**config.mk**
```make
export PLATFORM = sky130hd
export DESIGN_NAME = jam_cost_arbiter_flat
export DESIGN_NICKNAME = d
export VERILOG_FILES = /design/src/rtl/jam_cost_arbiter_pkg.sv /design/src/rtl/jam_cost_arbiter_if.sv /design/src/rtl/jam_cost_arbiter_rr_pick.sv /design/src/rtl/jam_cost_arbiter.sv /design/src/flat_wrapper.sv
export SDC_FILE = /design/constraint.sdc
export NUM_CORES = 1
export LEC_CHECK = 0
export ABC_AREA = 1
export CORE_ASPECT_RATIO = 1.5
export CORE_MARGIN = 2
export CORE_UTILIZATION = 35
export DETAILED_ROUTE_END_ITERATION = 6
export PLACE_DENSITY = 0.66
export SLEW_MARGIN = 10
export SYNTH_ARGS = -nofsm -noshare
export SYNTH_HDL_FRONTEND = slang
export SYNTH_SLANG_ARGS = --single-unit
```
**constraint.sdc**
```tcl
create_clock -name CLK -period 2.45 [get_ports CLK]
set_input_delay 0.49 -clock CLK [delete_from_list [all_inputs] [get_ports CLK]]
set_output_delay 0.49 -clock CLK [all_outputs]
set_load 0.03 [all_outputs]
```
**src/rtl/jam_cost_arbiter_pkg.sv**
```systemverilog
// Shared types and constants for the cost-table arbiter.
// Also holds the round-robin pick helper used by the pick sub-module.
package jam_cost_arbiter_pkg;

  localparam int COST_W       = 7;
  localparam int IDX_W        = 3;
  localparam int MAXBURST_DEF = 8;

  typedef enum logic {
    IDLE,
    BUSY
  } arb_state_e;

  // Rotate so that engine last+1 sits at position 0, take the lowest set bit,
  // then rotate the one-hot result back into engine numbering.
  function automatic logic [3:0] next_rr(input logic [3:0] valid,
                                         input logic [1:0] last,
                                         input int         n);
    logic [3:0] rot;
    logic [3:0] pri;
    logic [3:0] pick;
    logic [1:0] idx;
    rot  = '0;
    pri  = '0;
    pick = '0;
    for (int k = 0; k < 4; k++) begin
      if (k < n) begin
        idx    = 2'((int'(last) + 1 + k) % n);
        rot[k] = valid[idx];
      end
    end
    for (int k = 0; k < 4; k++) begin
      if (k < n && rot[k] && pri == '0) pri[k] = 1'b1;
    end
    for (int k = 0; k < 4; k++) begin
      if (k < n) begin
        idx = 2'((int'(last) + 1 + k) % n);
        if (pri[k]) pick[idx] = 1'b1;
      end
    end
    return pick;
  endfunction

endpackage

```
**src/rtl/jam_cost_arbiter_if.sv**
```systemverilog
// Engine/cost-table bus shared by the arbiter and the engines plus table.
// The slave modport is the arbiter's view; master is the engines' and table's view.
interface jam_cost_arbiter_if #(
  parameter int NREQ = 2,
  parameter int CW   = 7
);

  logic [NREQ-1:0]   req_valid;
  logic [NREQ-1:0]   req_last;
  logic [3*NREQ-1:0] req_w;
  logic [3*NREQ-1:0] req_j;
  logic [NREQ-1:0]   req_ready;
  logic [2:0]        W;
  logic [2:0]        J;
  logic [CW-1:0]     Cost;
  logic [NREQ-1:0]   rsp_valid;
  logic [CW-1:0]     rsp_cost;

  modport slave (
    input  req_valid, req_last, req_w, req_j, Cost,
    output req_ready, W, J, rsp_valid, rsp_cost
  );

  modport master (
    output req_valid, req_last, req_w, req_j, Cost,
    input  req_ready, W, J, rsp_valid, rsp_cost
  );

endinterface

```
**src/rtl/jam_cost_arbiter_rr_pick.sv**
```systemverilog
// Combinational round-robin pick: one-hot winner plus its index,
// searching upward from the engine after lastOwner.
module jam_cost_arbiter_rr_pick
  import jam_cost_arbiter_pkg::*;
#(
  parameter int NREQ = 2
) (
  input  logic [NREQ-1:0] valid_i,
  input  logic [1:0]      lastOwner_i,
  output logic [NREQ-1:0] pick_o,
  output logic [1:0]      pickIdx_o
);

  logic [3:0] validW;
  logic [3:0] pickW;

  always_comb begin
    validW             = '0;
    validW[NREQ-1:0]   = valid_i;
    pickW              = next_rr(validW, lastOwner_i, NREQ);
    pick_o             = pickW[NREQ-1:0];
    pickIdx_o          = '0;
    for (int i = 0; i < 4; i++) begin
      if (pickW[i]) pickIdx_o = 2'(i);
    end
  end

endmodule

```
**src/rtl/jam_cost_arbiter.sv**
```systemverilog
// Round-robin arbiter sharing the job-cost table port among NREQ engines,
// granting locked bursts and routing each returned Cost to its issuer.
module jam_cost_arbiter
  import jam_cost_arbiter_pkg::*;
#(
  parameter int NREQ     = 2,
  parameter int MAXBURST = MAXBURST_DEF,
  parameter int CW       = COST_W
) (
  input logic               CLK,
  input logic               RST,
  jam_cost_arbiter_if.slave bus
);

  localparam logic [4:0] MaxBurst5 = 5'(MAXBURST);
  localparam logic [1:0] LastReset = 2'(NREQ - 1);

  arb_state_e            state_q, state_d;
  logic [1:0]            owner_q, owner_d;
  logic [1:0]            lastOwner_q, lastOwner_d;
  logic [3:0]            cnt_q, cnt_d;
  logic [NREQ-1:0]       tag_q, tag_d;
  logic [NREQ-1:0]       rspValid_q, rspValid_d;
  logic [IDX_W-1:0]      w_q, w_d;
  logic [IDX_W-1:0]      j_q, j_d;
  logic [CW-1:0]         rspCost_q, rspCost_d;

  logic [NREQ-1:0]       pickOh;
  logic [NREQ-1:0]       ownerOh;
  logic [NREQ-1:0]       readyOh;
  logic [1:0]            pickIdx;
  logic [1:0]            selIdx;
  logic [IDX_W-1:0]      selW;
  logic [IDX_W-1:0]      selJ;
  logic                  selLast;
  logic                  accept;
  logic                  endBurst;

  jam_cost_arbiter_rr_pick #(.NREQ(NREQ)) u_pick (
    .valid_i     (bus.req_valid),
    .lastOwner_i (lastOwner_q),
    .pick_o      (pickOh),
    .pickIdx_o   (pickIdx)
  );

  // In IDLE the pick is live; in BUSY the owner keeps the grant even while idle.
  always_comb begin
    ownerOh = '0;
    selW    = '0;
    selJ    = '0;
    selLast = 1'b0;
    for (int i = 0; i < NREQ; i++) begin
      ownerOh[i] = (owner_q == 2'(i));
    end
    readyOh = (state_q == IDLE) ? pickOh : ownerOh;
    selIdx  = (state_q == IDLE) ? pickIdx : owner_q;
    for (int i = 0; i < NREQ; i++) begin
      if (selIdx == 2'(i)) begin
        selW    = bus.req_w[3*i +: 3];
        selJ    = bus.req_j[3*i +: 3];
        selLast = bus.req_last[i];
      end
    end
    accept   = |(bus.req_valid & readyOh);
    endBurst = selLast || (({1'b0, cnt_q} + 5'd1) == MaxBurst5);
  end

  // cnt is 0 in IDLE, so the same endBurst test covers MAXBURST==1 single-beat grants.
  always_comb begin
    state_d     = state_q;
    owner_d     = owner_q;
    lastOwner_d = lastOwner_q;
    cnt_d       = cnt_q;
    case (state_q)
      IDLE: begin
        if (accept) begin
          if (endBurst) begin
            lastOwner_d = pickIdx;
          end else begin
            state_d = BUSY;
            owner_d = pickIdx;
            cnt_d   = 4'd1;
          end
        end
      end
      BUSY: begin
        if (accept) begin
          if (endBurst) begin
            state_d     = IDLE;
            lastOwner_d = owner_q;
            cnt_d       = 4'd0;
          end else begin
            cnt_d = cnt_q + 4'd1;
          end
        end
      end
      default: state_d = IDLE;
    endcase

    tag_d      = accept ? readyOh : '0;
    w_d        = accept ? selW : w_q;
    j_d        = accept ? selJ : j_q;
    rspValid_d = tag_q;
    rspCost_d  = (|tag_q) ? bus.Cost : rspCost_q;
  end

  always_ff @(posedge CLK or posedge RST) begin
    if (RST) begin
      state_q     <= IDLE;
      owner_q     <= '0;
      lastOwner_q <= LastReset;
      cnt_q       <= '0;
      tag_q       <= '0;
      rspValid_q  <= '0;
      w_q         <= '0;
      j_q         <= '0;
      rspCost_q   <= '0;
    end else begin
      state_q     <= state_d;
      owner_q     <= owner_d;
      lastOwner_q <= lastOwner_d;
      cnt_q       <= cnt_d;
      tag_q       <= tag_d;
      rspValid_q  <= rspValid_d;
      w_q         <= w_d;
      j_q         <= j_d;
      rspCost_q   <= rspCost_d;
    end
  end

  assign bus.req_ready = readyOh;
  assign bus.W         = w_q;
  assign bus.J         = j_q;
  assign bus.rsp_valid = rspValid_q;
  assign bus.rsp_cost  = rspCost_q;

endmodule

```
**src/flat_wrapper.sv**
```systemverilog
// flat-port wrapper written by rule: the top's interface ports become plain ports
module jam_cost_arbiter_flat import jam_cost_arbiter_pkg::*;
#(
  parameter int NREQ     = 2,
  parameter int MAXBURST = MAXBURST_DEF,
  parameter int CW       = COST_W
)
  (CLK, RST, bus_req_valid, bus_req_last, bus_req_w, bus_req_j, bus_Cost, bus_req_ready, bus_W, bus_J, bus_rsp_valid, bus_rsp_cost);
  jam_cost_arbiter_if #(.NREQ(NREQ), .CW(CW)) bus_i ();
  input logic CLK;
  input logic RST;
  input wire logic [$bits(bus_i.req_valid)-1:0] bus_req_valid;
  input wire logic [$bits(bus_i.req_last)-1:0] bus_req_last;
  input wire logic [$bits(bus_i.req_w)-1:0] bus_req_w;
  input wire logic [$bits(bus_i.req_j)-1:0] bus_req_j;
  input wire logic [$bits(bus_i.Cost)-1:0] bus_Cost;
  output wire logic [$bits(bus_i.req_ready)-1:0] bus_req_ready;
  output wire logic [$bits(bus_i.W)-1:0] bus_W;
  output wire logic [$bits(bus_i.J)-1:0] bus_J;
  output wire logic [$bits(bus_i.rsp_valid)-1:0] bus_rsp_valid;
  output wire logic [$bits(bus_i.rsp_cost)-1:0] bus_rsp_cost;
  assign bus_i.req_valid = bus_req_valid;
  assign bus_i.req_last = bus_req_last;
  assign bus_i.req_w = bus_req_w;
  assign bus_i.req_j = bus_req_j;
  assign bus_i.Cost = bus_Cost;
  assign bus_req_ready = bus_i.req_ready;
  assign bus_W = bus_i.W;
  assign bus_J = bus_i.J;
  assign bus_rsp_valid = bus_i.rsp_valid;
  assign bus_rsp_cost = bus_i.rsp_cost;
  jam_cost_arbiter #(.NREQ(NREQ), .MAXBURST(MAXBURST), .CW(CW)) u_core (.CLK(CLK), .RST(RST), .bus(bus_i));
endmodule
```
# After elaboration in Yosys (flattened, before gate mapping)
# Cells that the tools add are included.
# word_totals
regBits,25
latch_bits,0
ramBits,0
mem_bits_ro,0
inputBits,25
output_inout_bits,17
elab_cells,81
memories,0
# classes
add_sub_neg,4
multipliers,0
n_div,0
order_cmp,4
n_eq_ne,8
shift,0
muxes,38
bitwise,7
reduce_logical,11
# op_table
operator,count
$mux 4,6
$mux 1,16
$mux 3,4
$mux 2,5
$pmux 4 s2,1
$lt 2x3->1 const B,2
$ne 2x2->1 const B,3
$reduce_and 3->1,2
$add 4x1->5 const B,1
$eq 5x4->1 const B,1
$add 4x1->4 const B,1
$bmux 1 s2,2
$demux 1 s2,2
$eq 2x1->1 const B,2
$ge 2x1->1 const B,2
$logic_not 2->1,2
$ne 2x1->1 const B,2
$or 4x4->4,1
$pmux 1 s2,2
$reduce_and 4->1,1
$reduce_or 2->1,2
$logic_and 1x1->1,3
$not 1->1,3
$add 1x1->1 const B,2
other kinds (3),4

# Logic depth before layout (Yosys ltp)
# depth
ltp_word,20
depth_mapped,10
mapped_depth_nobuf,10

# Modules after synthesis
# From an unflattened synthesis, not the netlist that was laid out.
# hier_totals
cells_unflattened,133
area_unflattened_um2,1282.5
# by_module_without_submodules
mod,instances,cells_each,area_each_um2,seq_area_each_um2
jam_cost_arbiter,1,125,1243.7,651.9
jam_cost_arbiter_rr_pick,1,8,38.8,0.0

# Least setup slack after synthesis
# OpenSTA, ideal clock, no wires.
# synth_timing
path_kind,register -> output
from,reg (tool-made name)
to,out bus_req_ready[1]
t_arrival_ns,1.132
required_time_ns,1.960
path_slack_ns,0.828
stages_incl_launch_ff,6
path_cell_list,dfrtp_1 -> inv_1 -> or2_1 -> buf_6 -> nand2_2 -> inv_1
# synth_lines
item,line,rtl
"end, declared",flat_wrapper.sv:17,output wire logic [$bits(bus_i.req_ready)-1:0] bus_req_ready;

# Final worst setup path
# layout_timing
from,in bus_req_valid[0]
to,out bus_req_ready[1]
# layout_via
elab_chain_len,8
elab_cells_between_ends,12
classes_between,mux: 9; bitwise: 2; reduce/logical: 1
# layout_rtl
item,line,rtl
"start, declared",flat_wrapper.sv:12,input wire logic [$bits(bus_i.req_valid)-1:0] bus_req_valid;
$bmux 1 s2,jam_cost_arbiter_pkg.sv:29,rot[k] = valid[idx];
$mux 1 (implied by the code),jam_cost_arbiter_pkg.sv:29,
$mux 1,jam_cost_arbiter_pkg.sv:33,if (k < n && rot[k] && pri == '0) pri[k] = 1'b1;
$not 1->1,jam_cost_arbiter_pkg.sv:33,
$logic_and 1x1->1,jam_cost_arbiter_pkg.sv:33,
$mux 1,jam_cost_arbiter_pkg.sv:33,
$mux 4 (*),jam_cost_arbiter_pkg.sv:38,if (pri[k]) pick[idx] = 1'b1;
$mux 2 (*),jam_cost_arbiter.sv:55,readyOh = (state_q == IDLE) ? pickOh : ownerOh;
# Every way passes the cells marked *; elsewhere a longest branch is shown, timed or not. The select of a mux whose other input is x is not followed.

==> impl_metrics.json <==
{
  "status": "finished clean",
  "die_area_sq_um": 3660,
  "row_count": 25,
  "dp_hpwl_microns": 1810,
  "globalplace.congestion": 0.708,
  "startpoint_type": "input port",
  "synth_top_cell_area_share_pct": 51.7,
  "grtUsageMet2_pct": 26.0,
  "stdcell_area_sq_um": 1620,
  "synth_nets": 145,
  "ir_worst_vdd_v": 0.000862,
  "grt_util_met3_pct": 3.28,
  "synthToLayoutAreaGrowth_pct": 45.2,
  "leakagePower_nw": 0.762,
  "drc": 0,
  "core-area_sq_um": 3100,
  "synth_warnings": 0,
  "layout-drive-gt1-share_pct": 13.4,
  "dr.first_iter.drc_count": 16,
  "ant_nets": 0,
  "grt_pass1_wl_microns": 3880,
  "start_util_pct": 36.0,
  "hold_viol": 0,
  "tns_ns": 0,
  "synth_top_area_cell": "dfrtp_1",
  "synthArstFlopShare_pct": 100,
  "cap_violations": 0,
  "synth.yosys.seq_area_share_pct": 54.0,
  "cts_tree": "built",
  "die_w_microns": 50.1,
  "holdCritPathClass": "reg2reg",
  "period_minus_slack_ns": 2.19,
  "grt.total_usage_pct": 13.6,
  "path_class": "in2out",
  "layout.nets": 191,
  "synth_area_leaders": "dfrtp_1 (52%), nand2_1 (11%), mux2_2 (7.1%), nand3_1 (4.5%), nor2_1 (4.4%)",
  "place_area_sq_um": 1560,
  "power_mw": 2.07,
  "clk_latency_ns": 0.26,
  "setup_viol": 0,
  "synth.most_common_cell": "nand2_1",
  "via_per_inst": 4.71,
  "path_max_fanout": 9,
  "n_antenna_cell": 0,
  "maxSlewViolCount": 0,
  "grt_antenna_before_repair": 0,
  "powerDensity_nw_per_um2": 1280,
  "grt-ovfl-total": 0,
  "crit_path_end_kind": "output port",
  "tightest_slew_ns": 0.556,
  "yosys-top-cells-count": "nand2_1 (32), dfrtp_1 (23), nor2_1 (13)",
  "post_cts_buffers": 0,
  "skew_ns": 0.00165,
  "cp.arrival_ns": 1.70,
  "avgSynthCellArea_sq_um": 9.36,
  "fp.dieH_microns": 73.1,
  "cts.path.max_buffers": 2,
  "num_io_pins": 42,
  "busiest_layer": "met2",
  "ys.flop_type": "dfrtp_1",
  "grtUsageMet1_pct": 14.4,
  "syn_area_sq_um": 1110,
  "grt_max_degree": 25,
  "hold_buffers": 0,
  "crit_required_ns": 1.96,
  "cts.htree.levels": 1,
  "drtPass1Iterations": 4,
  "synth-seq-cells": 24,
  "synth_cells": 119,
  "vias": 960,
  "finalCritPeriodShare_pct": 89.3,
  "root_buffer": "clkbuf_8",
  "synth_edf_count": 0,
  "cts_inserted_buffers": 3,
  "rsz0062_at_grt": "false",
  "first_global_vias": 932,
  "fmax_ghz": 0.457,
  "post_cts_resized": 0,
  "relSlewSlack_pct": 62.8,
  "cts_sinks": 24,
  "wirelength_microns": 2270,
  "path_clk_slew_ns": 0.08,
  "port_buffers": 41,
  "route.detailed.wl_per_inst_microns": 11.1,
  "synth_cell_type_count": 19
}
critical path, cell delays in order:
cell	delay, ns
clkdlybuf4s50_1	0.49
inv_1	0.06
nand2_1	0.08
nand3_1	0.15
nand2_2	0.19
inv_1	0.07
buf_4	0.17
through the flow:
step / setup WS (ns) / hold WS, ns / util (%) / std cells
floorplan: 0.828 / 0.354 / - / 119
global placement: 0.306 / 0.357 / 50.4 / 200
detailed placement: 0.252 / 0.360 / 50.4 / 200
CTS: 0.250 / 0.380 / 52.2 / 204
global route: 0.178 / 0.387 / 52.2 / 204
finish: 0.262 / 0.381 / 52.2 / 204
where the power goes:
| group | total (mW) | internal [mW] | switching [mW] |
|---|---|---|---|
| sequential | 0.673 | 0.576 | 0.0971 |
| combinational | 1.14 | 0.470 | 0.667 |
| clock | 0.257 | 0.143 | 0.114 |
| total | 2.07 | 1.19 | 0.878 |
flip-flops by register name (all words and copies together) (netlist names), named ones only:
register / cells
u_core.cnt_q: 4
u_core.lastOwner_q: 1
u_core.bus.rsp_cost: 7
u_core.bus.W: 3
u_core.rspValid_d: 2
u_core.bus.J: 3
u_core.owner_q: 1
u_core.bus.rsp_valid: 2
kinds of logic (layout without fill, tap and decap cells):
group	count (synthesis)	count (layout)	synth area share [%]
simple gates	65	65	26.9
flops	24	24	54.0
buf+inv	12	57	5.39
compound gates	9	9	4.72
mux	7	7	7.08
fa+ha+maj	1	1	1.12
xor+xnor	1	1	0.787
routing by layer:
metal / routed length (microns) / up-vias / part of all wire (%)
met5: 0 / - / 0
met4: 12 / 0 / 0.53
met3: 169 / 2 / 7.5
met2: 1220 / 41 / 54
met1: 868 / 440 / 38
li1: - / 477 / -
path summary, 6_finish.rpt:
check | start | to | slack, ns | cells past startpoint
max | bus_req_valid[0] | bus_req_ready[1] | 0.26 | 7
min | u_core.rspValid_d[1] | u_core.bus.rsp_valid[1] | 0.38 | 0
max reg2reg | flip-flop | u_core.cnt_q[3] | 0.74 | 7
min reg2reg | u_core.rspValid_d[1] | u_core.bus.rsp_valid[1] | 0.38 | 0
max in group asynchronous | RST | u_core.lastOwner_q[0] | 1.59 | 3
min in group asynchronous | RST | u_core.bus.rsp_cost[1] | 0.57 | 3
area by class of cell:
cell class	instances	area, sq um
timing repair buffer	43	420
clock buffer	4	55.1
sequential	24	602
fill	287	1480
inverter	10	37.5
tap	40	50.0
multi-input combinational	83	452
cell usage in the layout (no fill, tap or decap):
cell type / count
a21oi_1: 1
a31oi_1: 6
buf_4: 4
clkbuf_8: 4
clkdlybuf4s50_1: 39
dfrtp_1: 23
dfstp_2: 1
ha_1: 1
inv_1: 10
mux2_2: 7
nand2_1: 32
nand2_2: 3
nand2_4: 2
nand3_1: 10
nand3b_1: 2
nand4_1: 1
nor2_1: 13
nor2_4: 1
o21ai_0: 2
or2_1: 1
xor2_1: 1
(Power assumes the default switching activity.)
==> edit, RTL diff (same settings) <==
`NREQ` is set to 2 in 4 places; all go to 4.
--- a/src/rtl/jam_cost_arbiter_if.sv
+++ b/src/rtl/jam_cost_arbiter_if.sv
@@ -1,7 +1,7 @@
 // Engine/cost-table bus shared by the arbiter and the engines plus table.
 // The slave modport is the arbiter's view; master is the engines' and table's view.
 interface jam_cost_arbiter_if #(
-  parameter int NREQ = 2,
+  parameter int NREQ = 4,
   parameter int CW   = 7
 );
 
--- a/src/rtl/jam_cost_arbiter_rr_pick.sv
+++ b/src/rtl/jam_cost_arbiter_rr_pick.sv
@@ -3,7 +3,7 @@
 module jam_cost_arbiter_rr_pick
   import jam_cost_arbiter_pkg::*;
 #(
-  parameter int NREQ = 2
+  parameter int NREQ = 4
 ) (
   input  logic [NREQ-1:0] valid_i,
   input  logic [1:0]      lastOwner_i,
--- a/src/rtl/jam_cost_arbiter.sv
+++ b/src/rtl/jam_cost_arbiter.sv
@@ -3,7 +3,7 @@
 module jam_cost_arbiter
   import jam_cost_arbiter_pkg::*;
 #(
-  parameter int NREQ     = 2,
+  parameter int NREQ     = 4,
   parameter int MAXBURST = MAXBURST_DEF,
   parameter int CW       = COST_W
 ) (
--- a/src/flat_wrapper.sv
+++ b/src/flat_wrapper.sv
@@ -1,7 +1,7 @@
 // flat-port wrapper written by rule: the top's interface ports become plain ports
 module jam_cost_arbiter_flat import jam_cost_arbiter_pkg::*;
 #(
-  parameter int NREQ     = 2,
+  parameter int NREQ     = 4,
   parameter int MAXBURST = MAXBURST_DEF,
   parameter int CW       = COST_W
 )
Ports: changed (6 resized); port bits go from 42 to 62. No check against the original RTL was run, so the function may have changed too.
==> edit against the original RTL <==
  * The run now ends with setup timing left
  * Register-to-register slack worse by 0.98 ns
  * Design area up 110%
  * Highest routed layer unchanged
  * Sequential cell count grew 6
  * Utilization rose by 9.7 points
  * Count of clock-buffer cells in the layout rose by 2
  * Setup slack worse by 0.50 ns
  * Final cell count grew 110%
  * Routed wire length is 140% higher
  * Global-route usage up 4.3 points
  * Synthesized area increased by 79%
  * Clock skew up 0.0021 ns
Power is left out: the tool's default activity adds up to more than one toggle a clock period on the data nets, which glitch-free logic cannot reach.
==> edit: results (changes against the original RTL) <==
| Metric | Value |
|---|---|
| Worst R2R End | u_core.owner_q[0]$_DFFE_PP0P_ |
| Syn avg cell area | 7.81 um^2 (-17%) |
| First-pass GRT wire length | 8670 um (+120%) |
| Vias per cell | 4.82 (+2.4%) |
| Routability-driven placement congestion ratio | 0.856 (+21%) |
| Crit-path max FO | 8 (-1) |
| Outcome | finished, violations left |
| Post-synth top cells | 95 x nand2_1, 29 x nand3_1, 28 x dfrtp_1 |
| I/O Buffers | 61 (+49%) |
| Violated checks | setup timing |
| Synth unique cells | 31 (+12) |
| Setup TNS | -3.46 ns (-3.46 ns) |
| Sequential cell area fraction in the yosys report | 37.8% (-16 points) |
| Routed len/inst | 12.7 um (+14%) |
| Slew headroom | 75.7% (+13 points) |
| Worst Setup SP | u_core.lastOwner_q[0]$_DFFE_PP1P_ |
| H-tree Lvls | 2 (+1) |
| Num CTS Buffers | 5 (+2) |
| Syn Nets | 303 (+110%) |
| CP endpoint kind | register |
| Total Routing Usage GR | 17.8% (+4.3 points) |
| Slowest stage delay, CP | 0.63 ns (+0.14 ns) |
| Final HPWL DP | 4210 um (+130%) |
| Final worst slack | -0.238 ns (-0.500 ns) |
| # setup viols final | 23 (+23) |
==> edit: changes by cell type after synthesis, moves of 5 or more <==
| cell | change |
|---|---|
| nand2_1 | +63 |
| nand3_1 | +19 |
| nand4_1 | +10 |
| nand2_2 | +8 |
| nor2_1 | -8 |
| inv_1 | +7 |
| a31oi_1 | -6 |
| ha_1 | +6 |
| nor2_2 | +6 |
| dfrtp_1 | +5 |
| inv_2 | +5 |
==> edit: routing by layer <==
layer / part of all wire [%] / track usage, % / vias to the layer above
met4: 1.2 / 5.73 / 0
li1: - / - / 1037
met3: 4.4 / 3.13 / 6
met1: 37 / 19.4 / 968
met2: 57 / 34.4 / 61
met5: 0 / 0 / -
==> edit: stage by stage <==
step / worst slack, ns / hold slack, ns
final: -0.238 / 0.364
after global routing: -0.406 / 0.369
after CTS: -0.203 / 0.367
after detailed placement: -0.300 / 0.353
after global placement: -0.240 / 0.352
after floorplan: -0.00330 / 0.346
==> edit: repair_timing <==
item	4_1_cts	5_1_grt
gates resized for setup	22	21
gates cloned	0	0
endpoints found under the hold margin	0	0
endpoints found under the setup margin	19	23
pin swaps	11	16
setup buffers	5	7
==> edit: worst min-delay path by stage <==
stage	cells after the start	to	slack (ns)	startpoint
CTS	0	u_core.bus.rsp_valid[3]$_DFF_PP0_	0.37	u_core.rspValid_d[3]$_DFF_PP0_
floorplan	0	u_core.bus.rsp_valid[2]$_DFF_PP0_	0.35	u_core.rspValid_d[2]$_DFF_PP0_
detailed placement	0	u_core.bus.rsp_valid[3]$_DFF_PP0_	0.35	u_core.rspValid_d[3]$_DFF_PP0_
global placement	0	u_core.bus.rsp_valid[2]$_DFF_PP0_	0.35	u_core.rspValid_d[2]$_DFF_PP0_
finish	0	u_core.bus.rsp_valid[3]$_DFF_PP0_	0.36	u_core.rspValid_d[3]$_DFF_PP0_
global route	0	u_core.bus.rsp_valid[3]$_DFF_PP0_	0.37	u_core.rspValid_d[3]$_DFF_PP0_
==> edit: cell type report <==
class | count | area, um^2 | area share [%]
multi-input combinational | 195 | 1360 | 39.9
sequential | 30 | 753 | 22.2
clock buffer | 6 | 82.6 | 2.43
inverter | 26 | 113 | 3.31
clock inverter | 1 | 30.0 | 0.884
timing repair buffer | 102 | 975 | 28.7
tap | 70 | 87.6 | 2.58
==> edit: cells by family after synthesis <==
group | count (synthesis) | synth area share (%)
adder cells (fa/ha/maj) | 7 | 4.40
flip-flops | 30 | 37.8
multiplexers | 7 | 3.96
XOR/XNOR | 2 | 0.880
AO/OA/AOI/OAI | 9 | 3.08
buffers and inverters | 30 | 7.03
AND/OR/NAND/NOR | 170 | 42.8
